## src/rtl/dsp_pkg.sv

```systemverilog
// Shared constants, issue FSM state type and product sign-extension helper
// for the fracturable DSP issue controller.
package dsp_pkg;

   localparam logic [1:0] MODE_5X5 = 2'b00;
   localparam logic [1:0] MODE_5X9 = 2'b01;
   localparam logic [1:0] MODE_NXM = 2'b10;

   localparam int PW_5X5 = 10;
   localparam int PW_5X9 = 15;

   // Working width of sext_product; callers keep the low bits they need.
   localparam int SEXT_W = 64;

   typedef enum logic [1:0] {
      ST_IDLE   = 2'd0,
      ST_LAUNCH = 2'd1,
      ST_HOLD   = 2'd2
   } issue_state_t;

   function automatic logic [SEXT_W-1:0] sext_product(
      input logic [1:0]        mode,
      input logic [SEXT_W-1:0] raw
   );
      logic [SEXT_W-1:0] res;
      res = raw;
      if ((mode & MODE_NXM) != 2'b00) begin
         res = raw;
      end else if (mode == MODE_5X9) begin
         res = {{(SEXT_W-PW_5X9){raw[PW_5X9-1]}}, raw[PW_5X9-1:0]};
      end else begin
         res = {{(SEXT_W-PW_5X5){raw[PW_5X5-1]}}, raw[PW_5X5-1:0]};
      end
      return res;
   endfunction

endpackage

```

## src/rtl/dsp_rsp_fifo.sv

```systemverilog
// Response FIFO: DEPTH entries of W bits, wrap-around pointers, occupancy
// count. Head entry is presented directly on rd_data.
module dsp_rsp_fifo #(
   parameter int DEPTH = 4,
   parameter int W     = 20
) (
   input  logic         clk,
   input  logic         rst_n,
   input  logic         push,
   input  logic [W-1:0] push_data,
   input  logic         pop,
   output logic [W-1:0] rd_data,
   output logic         not_empty
);

   localparam int AW = (DEPTH > 1) ? $clog2(DEPTH) : 1;
   localparam int CW = $clog2(DEPTH) + 1;

   logic [W-1:0]  mem_reg [DEPTH];
   logic [AW-1:0] wr_ptr_reg;
   logic [AW-1:0] rd_ptr_reg;
   logic [CW-1:0] count_reg;
   logic          pop_ok;

   assign pop_ok    = pop && (count_reg != '0);
   assign not_empty = (count_reg != '0);
   assign rd_data   = mem_reg[rd_ptr_reg];

   // Entries are cleared on reset so the head reads as zero while empty.
   for (genvar gi = 0; gi < DEPTH; gi++) begin : g_entry
      always_ff @(posedge clk or negedge rst_n) begin
         if (!rst_n) begin
            mem_reg[gi] <= '0;
         end else if (push && (wr_ptr_reg == AW'(gi))) begin
            mem_reg[gi] <= push_data;
         end
      end
   end

   always_ff @(posedge clk or negedge rst_n) begin
      if (!rst_n) begin
         wr_ptr_reg <= '0;
         rd_ptr_reg <= '0;
         count_reg  <= '0;
      end else begin
         if (push) begin
            wr_ptr_reg <= wr_ptr_reg + 1'b1;
         end
         if (pop_ok) begin
            rd_ptr_reg <= rd_ptr_reg + 1'b1;
         end
         case ({push, pop_ok})
            2'b10:   count_reg <= count_reg + 1'b1;
            2'b01:   count_reg <= count_reg - 1'b1;
            default: count_reg <= count_reg;
         endcase
      end
   end

endmodule

```

## src/rtl/dsp_issue_ctrl.sv

```systemverilog
// Issue controller for the fracturable signed DSP multiplier: paces launches
// by II, tracks them through a LAT-deep pipeline and queues sign-extended results.
module dsp_issue_ctrl
   import dsp_pkg::*;
#(
   parameter int N     = 9,
   parameter int M     = 9,
   parameter int II    = 4,
   parameter int LAT   = 3,
   parameter int DEPTH = 4,
   parameter int TAGW  = 2
) (
   input  logic              clk,
   input  logic              rst_n,
   input  logic              req_valid,
   output logic              req_ready,
   input  logic [1:0]        req_mode,
   input  logic [N-1:0]      req_a,
   input  logic [M-1:0]      req_b,
   input  logic [TAGW-1:0]   req_tag,
   output logic              dsp_start,
   output logic [1:0]        dsp_mode,
   output logic [N-1:0]      dsp_aa,
   output logic [M-1:0]      dsp_bb,
   input  logic [M+N-1:0]    dsp_out,
   output logic              rsp_valid,
   input  logic              rsp_ready,
   output logic [M+N-1:0]    rsp_data,
   output logic [TAGW-1:0]   rsp_tag,
   output logic              busy
);

   localparam int P   = M + N;
   localparam int CW  = $clog2(DEPTH) + 1;
   localparam int IIW = (II > 1) ? $clog2(II) : 1;

   issue_state_t    state_reg;
   issue_state_t    state_next;
   logic            ready_en_reg;
   logic [IIW-1:0]  ii_cnt_reg;
   logic [CW-1:0]   credits_reg;
   logic            accept;
   logic            pop;

   logic [LAT-1:0]  vld_pipe_reg;
   logic [1:0]      mode_pipe_reg [LAT];
   logic [TAGW-1:0] tag_pipe_reg  [LAT];

   logic              cap_valid;
   logic [SEXT_W-1:0] raw_ext;
   logic [SEXT_W-1:0] sext_ext;
   logic [P-1:0]      cap_data;

   // ready_en_reg holds req_ready low until the first edge after reset release.
   assign req_ready = ready_en_reg && (ii_cnt_reg == '0) && (credits_reg < CW'(DEPTH));
   assign accept    = req_valid && req_ready;
   assign pop       = rsp_valid && rsp_ready;

   always_ff @(posedge clk or negedge rst_n) begin
      if (!rst_n) begin
         ready_en_reg <= 1'b0;
         ii_cnt_reg   <= '0;
         credits_reg  <= '0;
         dsp_mode     <= '0;
         dsp_aa       <= '0;
         dsp_bb       <= '0;
      end else begin
         ready_en_reg <= 1'b1;
         if (accept) begin
            ii_cnt_reg <= IIW'(II - 1);
            dsp_mode   <= req_mode;
            dsp_aa     <= req_a;
            dsp_bb     <= req_b;
         end else if (ii_cnt_reg != '0) begin
            ii_cnt_reg <= ii_cnt_reg - 1'b1;
         end
         case ({accept, pop})
            2'b10:   credits_reg <= credits_reg + 1'b1;
            2'b01:   credits_reg <= credits_reg - 1'b1;
            default: credits_reg <= credits_reg;
         endcase
      end
   end

   // Issue FSM: state register
   always_ff @(posedge clk or negedge rst_n) begin
      if (!rst_n) begin
         state_reg <= ST_IDLE;
      end else begin
         state_reg <= state_next;
      end
   end

   // Issue FSM: next state. HOLD can take a fresh accept once ii_cnt has drained.
   always_comb begin
      state_next = state_reg;
      case (state_reg)
         ST_IDLE: begin
            if (accept) state_next = ST_LAUNCH;
         end
         ST_LAUNCH: begin
            if (II > 1)      state_next = ST_HOLD;
            else if (accept) state_next = ST_LAUNCH;
            else             state_next = ST_IDLE;
         end
         ST_HOLD: begin
            if (accept)                  state_next = ST_LAUNCH;
            else if (ii_cnt_reg == '0)   state_next = ST_IDLE;
         end
         default: state_next = ST_IDLE;
      endcase
   end

   // Issue FSM: outputs
   always_comb begin
      dsp_start = (state_reg == ST_LAUNCH);
   end

   // Launch tracking; stage 0 is loaded on the accept edge so the tail
   // lines up with the edge where dsp_out holds the product.
   always_ff @(posedge clk or negedge rst_n) begin
      if (!rst_n) begin
         vld_pipe_reg <= '0;
         for (int i = 0; i < LAT; i++) begin
            mode_pipe_reg[i] <= '0;
            tag_pipe_reg[i]  <= '0;
         end
      end else begin
         vld_pipe_reg[0]  <= accept;
         mode_pipe_reg[0] <= req_mode;
         tag_pipe_reg[0]  <= req_tag;
         for (int i = 1; i < LAT; i++) begin
            vld_pipe_reg[i]  <= vld_pipe_reg[i-1];
            mode_pipe_reg[i] <= mode_pipe_reg[i-1];
            tag_pipe_reg[i]  <= tag_pipe_reg[i-1];
         end
      end
   end

   assign cap_valid = vld_pipe_reg[LAT-1];
   assign raw_ext   = SEXT_W'(dsp_out);
   assign sext_ext  = sext_product(mode_pipe_reg[LAT-1], raw_ext);
   assign cap_data  = sext_ext[P-1:0];

   if (P < SEXT_W) begin : g_ext_hi
      logic unused_ext_hi;
      assign unused_ext_hi = ^sext_ext[SEXT_W-1:P];
   end

   dsp_rsp_fifo #(
      .DEPTH (DEPTH),
      .W     (P + TAGW)
   ) u_rsp_fifo (
      .clk       (clk),
      .rst_n     (rst_n),
      .push      (cap_valid),
      .push_data ({tag_pipe_reg[LAT-1], cap_data}),
      .pop       (pop),
      .rd_data   ({rsp_tag, rsp_data}),
      .not_empty (rsp_valid)
   );

   assign busy = (|vld_pipe_reg) || rsp_valid;

endmodule

```

## config.mk

```make
export PLATFORM = sky130hd
export DESIGN_NAME = dsp_issue_ctrl
export DESIGN_NICKNAME = d
export VERILOG_FILES = /design/src/rtl/dsp_pkg.sv /design/src/rtl/dsp_rsp_fifo.sv /design/src/rtl/dsp_issue_ctrl.sv
export SDC_FILE = /design/constraint.sdc
export NUM_CORES = 1
export LEC_CHECK = 0
export ABC_AREA = 0
export CAP_MARGIN = 10
export CORE_ASPECT_RATIO = 1.25
export CORE_UTILIZATION = 40
export CTS_BUF_LIST = sky130_fd_sc_hd__clkbuf_4
export DETAILED_ROUTE_END_ITERATION = 8
export GPL_ROUTABILITY_DRIVEN = 0
export PLACE_DENSITY_LB_ADDON = 0.25
export SETUP_SLACK_MARGIN = 0.15
export SYNTH_ARGS = -nofsm -noshare
export SYNTH_HDL_FRONTEND = slang
export SYNTH_SLANG_ARGS = --single-unit
```

## constraint.sdc

```tcl
create_clock -name clk -period 1.9 [get_ports clk]
set_input_delay 0.19 -clock clk [delete_from_list [all_inputs] [get_ports clk]]
set_output_delay 0.19 -clock clk [all_outputs]
set_load 0.1 [all_outputs]
```

After elaboration in Yosys (flattened, before gate mapping)
Index checks and enable logic that the tools add are counted.
W data, S select, Z words.
{"block": "totals", "wordCells": 76, "output_inout_bits": 44, "register_bits": 130}
{"block": "classes", "mux": 13, "eq_ne": 12, "bitwise": 1, "n_reduce_logical": 20, "addsub": 7, "order_cmp": 2}
{"op": "$bmux W20 S2", "count": 1}
{"op": "$mux W20", "count": 2}
{"op": "$mux W18", "count": 2}
{"op": "$pmux W3 S2", "count": 2}
{"op": "$eq A2 B1 Y1 const B", "count": 5}
{"op": "$eq A2 B2 Y1 const B", "count": 5}
{"op": "$mux W2", "count": 5}
{"op": "$logic_and A1 B1 Y1", "count": 9}
{"op": "$reduce_bool A2 Y1", "count": 4}
{"op": "$add A3 B1 Y3 const B", "count": 2}
{"op": "$logic_not A2 Y1", "count": 3}
{"op": "$pmux W2 S3", "count": 1}
{"op": "$sub A3 B1 Y3 const B", "count": 2}
{"op": "$add A2 B1 Y2 const B", "count": 2}
{"op": "$ge A3 B3 Y1 const B", "count": 1}
{"op": "$lt A3 B3 Y1 const B", "count": 1}
{"op": "$ne A3 B3 Y1 const B", "count": 1}
{"op": "$not A2 Y3", "count": 1}
{"op": "$reduce_bool A3 Y1", "count": 1}
{"op": "$reduce_or A3 Y1", "count": 1}
{"op": "$ne A2 B2 Y1 const B", "count": 1}
{"op": "$reduce_and A2 Y1", "count": 1}
{"op": "$sub A2 B1 Y2 const B", "count": 1}
{"op": "$logic_or A1 B1 Y1", "count": 1}

Depth between registers and ports, before layout
{"block": "depth", "word_depth": 6, "ltp_mapped": 9, "depth_no_buf": 8}

By module
From an unflattened synthesis, not the netlist that was laid out.
{"block": "hier_totals", "cells_unflattened": 344, "hier_area_um2": 5577.8}
{"mod": "dsp_rsp_fifo", "area_each_um2": 3880.0, "cells_each": 229, "n_inst": 1}
{"mod": "dsp_issue_ctrl", "area_each_um2": 1697.9, "cells_each": 115, "n_inst": 1}

Worst setup path before layout
OpenSTA, ideal clock, no wires.
{"block": "synth_timing", "path_type": "reg-to-reg", "from": "register ii_cnt_reg[0]", "to": "register credits_reg[2]", "setup_slack_ns": -0.183, "path_stages_with_launch": 10, "arrival_time_ns": 1.958, "period_less_slack_ns": 2.083, "cell_sequence": "dfrtp_1 > inv_1 > ha_1 > nand4b_4 > buf_6 > ha_1 > fa_1 > xnor2_1 > nor2_1 > xor2_1"}
{"block": "synth_between", "elab_chain_len": 6, "elab_cells_between_ends": 8}
{"element": "start, declared", "line_no": "dsp_issue_ctrl.sv:40", "source": "logic [IIW-1:0] ii_cnt_reg;"}
{"element": "start signal, assigned", "line_no": "dsp_issue_ctrl.sv:70", "source": "ii_cnt_reg <= IIW'(II - 1);"}
{"element": "start signal, assigned", "line_no": "dsp_issue_ctrl.sv:75", "source": "ii_cnt_reg <= ii_cnt_reg - 1'b1;"}
{"element": "$logic_not A2 Y1 *", "line_no": "dsp_issue_ctrl.sv:55", "source": "assign req_ready = ready_en_reg && (ii_cnt_reg == '0) && (credits_reg < CW'(DEPTH));"}
{"element": "$logic_and A1 B1 Y1 * (2 in a row)", "line_no": "dsp_issue_ctrl.sv:55"}
{"element": "$logic_and A1 B1 Y1 *", "line_no": "dsp_issue_ctrl.sv:56", "source": "assign accept = req_valid && req_ready;"}
{"element": "$eq A2 B1 Y1 or $eq A2 B2 Y1 (tied branches)", "line_no": "dsp_issue_ctrl.sv:77", "source": "case ({accept, pop})"}
{"element": "$pmux W3 S2 or $reduce_bool A2 Y1 (tied branches)"}
{"element": "end signal, assigned", "line_no": "dsp_issue_ctrl.sv:78", "source": "2'b10: credits_reg <= credits_reg + 1'b1;"}
{"element": "end signal, assigned", "line_no": "dsp_issue_ctrl.sv:79", "source": "2'b01: credits_reg <= credits_reg - 1'b1;"}
{"element": "end signal, assigned", "line_no": "dsp_issue_ctrl.sv:80", "source": "default: credits_reg <= credits_reg;"}
{"element": "end, declared", "line_no": "dsp_issue_ctrl.sv:41", "source": "logic [CW-1:0] credits_reg;"}
Mark *: on every way between the ends. The rest lies on a longest branch, timed or not.
A chain may end at the register's enable or synchronous reset.

Worst setup path in the final report
{"block": "layout_timing", "from": "register u_rsp_fifo.count_reg[0]", "to": "output port busy"}
{"block": "layout_between", "elab_chain_len": 2}
{"element": "start, declared", "line_no": "dsp_rsp_fifo.sv:22", "source": "logic [CW-1:0] count_reg;"}
{"element": "start signal, assigned", "line_no": "dsp_rsp_fifo.sv:53", "source": "2'b10: count_reg <= count_reg + 1'b1;"}
{"element": "start signal, assigned", "line_no": "dsp_rsp_fifo.sv:54", "source": "2'b01: count_reg <= count_reg - 1'b1;"}
{"element": "start signal, assigned", "line_no": "dsp_rsp_fifo.sv:55", "source": "default: count_reg <= count_reg;"}
{"element": "$reduce_bool A3 Y1", "line_no": "dsp_rsp_fifo.sv:26", "source": "assign not_empty = (count_reg != '0);"}
{"element": "$logic_or A1 B1 Y1", "line_no": "dsp_issue_ctrl.sv:163", "source": "assign busy = (|vld_pipe_reg) || rsp_valid;"}
{"element": "end, declared", "line_no": "dsp_issue_ctrl.sv:30", "source": "output logic busy"}
Every way passes these cells.

==> impl_metrics.csv <==
group,metric,value,unit
global_route,grt_pass1_wl,18000,um
critical_path,worstSetupPathType,"flop to output pin",
clocking,cts_tree,"done",
clocking,clk_pin_slew,110,ps
drt,drtIter0Drc,71,
critical_path,startpoint,"u_rsp_fifo.count_reg[0]",
synthesis,yosys.cell_types.count,31,
placement,dp_hpwl,7230,um
sta,worst_pin_slew,495,ps
synthesis,yosysWarnings,0,
clocking,cts_htree_levels,4,
critical_path,critPathMaxFanout,2,
sta,finalSetupTns,-2950,ps
critical_path,cp_data_required_time,1710,ps
global_route,grt_max_degree,52,
layout,drive_above_1_share,0.421,
clocking,clk_latency,500,ps
critical_path,r2r-start,"u_rsp_fifo.count_reg[0]",
floorplan,ios,88,
run_status,violations,"setup timing",
critical_path,cp-end-kind,"output pin",
drt,drcViolationCount,0,
critical_path,crit_path_start_kind,"flop",
floorplan,dieArea,0.0140,sq mm
drt,wl,10500,um
floorplan,rows,47,
sta,timing.final.ws_setup,-178,ps
synthesis,synth-edff-count,0,
synthesis,synth_seq_cells,130,
global_route,grt_use_total,0.167,
placement,io_buffers,87,
layout,largest_register_ffs,80,
sta,fmax,0.481,GHz
layout,nets,536,
global_route,grt_pass1_vias,3660,
clocking,cts_made_buffers,17,
run,maxCapViolCount,0,
synthesis,async_flop_share,1.00,
sta,fin_skew,13.3,ps
sta,slew_viol_final,0,
clocking,clock_tree.root_cell,"clkbuf_4",
sta,min_period_over_period,1.09,
drt,ant_nets,0,
synthesis,synth_nets,423,
clocking,clock-sinks,130,
synthesis,synthFlopType,"dfrtp_1",
critical_path,arrival,1890,ps
clocking,clockBufferDepth,2,
synthesis,syn_area,0.00542,sq mm
floorplan,start_util,0.410,
synthesis,syn-mean-instance-area,14.7,sq um
synthesis,ys_seq_area_frac,0.600,
synthesis,synth_cells,370,
drt,num_vias,3364,
synthesis,synth.area.top_cells,"dfrtp_1, mux2_2, mux4_2",
floorplan,die_h,132,um
drt,drt-pass1-iter-count,4,
sta,min_period,2080,ps
synthesis,synth_top_cell_by_area,"dfrtp_1",
global_route,grt_antenna_before_repair,1,
global_route,grt-ovfl-total,0,
sta,finalHoldViolCount,0,
min_path,hold_path.class,"input pin to asynchronous set/reset pin",
sta,relSlewSlack,0.669,
synthesis,netlist.area_leader.share,0.600,
sta,setup_violations,22,
layout,synthToLayoutAreaGrowth,31.3,%
floorplan,die_w,106,um
drt,via_per_inst,5.07,
drt,wl_per_cell,15.9,um
sta,grt_setup_unrepaired,"true",
floorplan,coreArea,0.0132,sq mm
run_status,status,"complete, but fails checks",
## per-stage QoR
step / hold slack (ps) / worst slack, ps / area (sq um) / cells / utilization
after floorplan: -106 / 62.4 / 5460 / 370 / -
after global placement: 95.6 / 52.5 / 6740 / 625 / 0.510
after CTS: 55.4 / -241 / 7040 / 660 / 0.532
final: 121 / -178 / 7120 / 664 / 0.538
after detailed placement: 100 / 6.56 / 6740 / 625 / 0.510
after global routing: 44.7 / -288 / 7120 / 664 / 0.538
## synth_stat cells, types with 2 or more instances
cell type,n
nand2_1,36
nor2_1,8
nor2b_1,5
buf_2,6
inv_1,10
xor2_1,6
clkbuf_1,6
fa_1,2
o31ai_1,12
o21ai_0,21
mux2_2,69
dfrtp_1,130
buf_6,2
buf_4,3
nand2_2,4
o21a_1,5
o31a_2,2
mux4_2,20
ha_1,7
mux2i_1,2
xnor2_1,4
## timing repair
action	CTS	global route
hold buffers	1	0
setup endpoints to repair	25	30
hold endpoints to repair	130	0
gates resized for setup	7	9
pin swaps	3	4
buffers inserted	6	2
gates cloned	0	1
## layout by cell type, fill, tap and decap left out, drive strengths merged, types with 2 or more instances in the layout
master	instances
dfrtp	130
mux2	69
buf	68
clkdlybuf4s50	42
nand2	40
o21ai	21
clkbuf	21
mux4	20
o31ai	12
inv	10
nor2	8
ha	7
xor2	6
nor2b	5
o21a	5
clkinv	5
xnor2	4
o31a	2
mux2i	2
fa	2
clkinvlp	2
## final timing paths
path                            slack (ps)  cells past startpoint                      end
worst min-delay path                   120                      2  u_rsp_fifo.count_reg[1]
min in group clk                       120                      1          tag_pipe_reg[4]
worst max register to register         -40                      7           credits_reg[2]
worst max-delay path                  -180                      3                     busy
max in group asynchronous             1130                      3   u_rsp_fifo.mem_reg[13]
worst min register to register         360                      0         mode_pipe_reg[1]
## cell type report
class	instances	area (sq um)
flip-flops and latches	130	3260
clock buffers	20	150
fillers	1146	6110
diodes	1	2.50
well taps	171	214
repair buffers	112	1290
clock inverters	8	67.6
multi-input cells	212	2100
inverters	10	37.5
## layer usage
metal  global-route usage  part of all wire  up-vias
met5                    0                 0        -
met4               0.0625             0.011        0
met2                0.292              0.54       66
met3               0.0450             0.035       10
met1                0.194              0.41     1752
li1                     -                 -     1536
## logic make-up (layout without fill, tap and decap cells)
family          after synthesis  in the layout  synth area share
compound gates               42             42            0.0503
xor+xnor                     10             10            0.0162
buf+inv                      28            150            0.0258
fa+ha+maj                     9              9            0.0235
other cells                   1              2          0.000692
mux                          91             91             0.230
flops                       130            130             0.600
simple gates                 59             59            0.0535
## critical path, cell delays in order (launching register included)
cell	delay, ps
dfrtp_1	390
or3_4	390
or4_4	430
buf_12	180
Power is left out: the tool's default activity adds up to more than one toggle a clock period on the data nets, which glitch-free logic cannot reach.
==> edit: new RTL, same settings <==
Set the parameter `M` to 10 (it was 9).
--- a/src/rtl/dsp_issue_ctrl.sv
+++ b/src/rtl/dsp_issue_ctrl.sv
@@ -4,7 +4,7 @@
    import dsp_pkg::*;
 #(
    parameter int N     = 9,
-   parameter int M     = 9,
+   parameter int M     = 10,
    parameter int II    = 4,
    parameter int LAT   = 3,
    parameter int DEPTH = 4,
Ports: changed (resized dsp_bb, dsp_out, req_b and rsp_data); port bits go from 88 to 92. The function was not compared with the original's and may differ.
==> edit against the unedited design <==
The run still ends with setup timing left. Routed wire length up 3.4%. Area after synthesis increased by 4.4%. Global-route usage shrank 0.17 points. Worst setup slack worse by 0.049 ns. First-iteration DRC count increased by 41%. Sequential cell count up 5. Cell area up 4.1%. Count of clock-buffer cells in the layout down 1.
Power is not shown: default switching activity piles up to over one toggle a cycle in this logic, so the estimate is an artifact.
==> edit: results (changes against the unedited design) <==
stage	metric	value	unit	change
layout	max FFs per register	84		+5.0%
place	placed inst area	7040	um^2	+4.5%
route	met3 wire len	581	um	+56%
synth	cell count after synthesis	391		+5.7%
layout	share of layout cells above drive strength 1	40.9	%	-1.2 points
global_route	first-pass GRT wire length	18.2	mm	+1.3%
global_route	GRT Overall Usage	16.5	%	-0.17 points
synth	post-synthesis mux area share	22.6	%	-0.38 points
route	WL met2	5.72	mm	-0.19%
synth	top post-synthesis cells by area	dfrtp_1, mux2_2, mux4_2, nand2_1, o31ai_1		
min_path	HP Class	input pin to flip-flop		
place	Inst Count DP	649		+3.8%
route	met1 WL	4.51	mm	+4.2%
sta	Rel. slew slack	56.4	%	-10 points
layout	Final #Nets	559		+4.3%
place	HPWL Detailed	7.06	mm	-2.3%
run_status	status	complete, but fails checks		
synth	xor-xnor portion of the synthesized cell area	1.55	%	-0.069 points
synth	Syn Nets	446		+5.4%
run_status	failing checks	setup timing		
route	routed wire length	10.9	mm	+3.4%
global_route	number of global-route vias before repair	3716		+1.5%
sta	Final setup viols	21		-4.5%
synth	Synth top area share	59.7	%	-0.34 points
sta	Worst Clk Skew	0.0186	ns	+0.00534 ns
layout	area grow syn2layout	30.9	%	
route	drt via density	5.05		-0.34%
sta	Final WS setup	-0.226	ns	-0.0485 ns
-- edit: cells by family after synthesis --
logic type | after synthesis
AO/OA/AOI/OAI | 46
XOR/XNOR | 10
adder cells (fa/ha/maj) | 9
buffers and inverters | 33
flip-flops | 135
multiplexers | 93
other | 1
AND/OR/NAND/NOR | 64
-- edit: cell type report --
cell class / instances / share of cell area, %
clock buffers: 19 / 1.92
repair buffers: 117 / 18.3
clock inverters: 12 / 1.18
diodes: 1 / 0.0338
inverters: 10 / 0.506
well taps: 175 / 2.95
flip-flops and latches: 135 / 45.6
multi-input cells: 223 / 29.5
-- edit: what timing repair did --
action | 4_1_cts | 5_1_grt
hold buffers | 1 | 0
resized for setup | 6 | 7
buffers inserted | 5 | 5
hold endpoints to repair | 53 | 0
pin swaps | 1 | 8
setup endpoints to repair | 26 | 28
-- edit: per-stage QoR --
stage	setup TNS (ns)	setup slack [ns]
after CTS	-4.84	-0.256
after global routing	-6.27	-0.325
final	-3.31	-0.226
after detailed placement	-0.00922	-0.00922
after global placement	0	0.0547
after floorplan	0	0.0505
-- edit: worst paths after layout --
path | startpoint | to | slack, ns | cells past startpoint
hold reg to reg | mode_pipe_reg[2] | mode_pipe_reg[0] | 0.36 | 0
setup reg to reg | u_rsp_fifo.count_reg[2] | credits_reg[2] | 0.04 | 7
max in group asynchronous | rst_n | mode_pipe_reg[1] | 1.02 | 3
min in group asynchronous | rst_n | dsp_bb[8] | 0.20 | 2
hold / removal | req_tag[0] | tag_pipe_reg[4] | 0.12 | 1
setup / recovery | u_rsp_fifo.count_reg[0] | busy | -0.23 | 3
-- edit: per-layer routing --
metal / up-vias / GRT usage (%)
met5: - / 0
met1: 1775 / 20.0
met3: 6 / 5.89
met2: 101 / 27.7
met4: 0 / 4.73
li1: 1612 / -
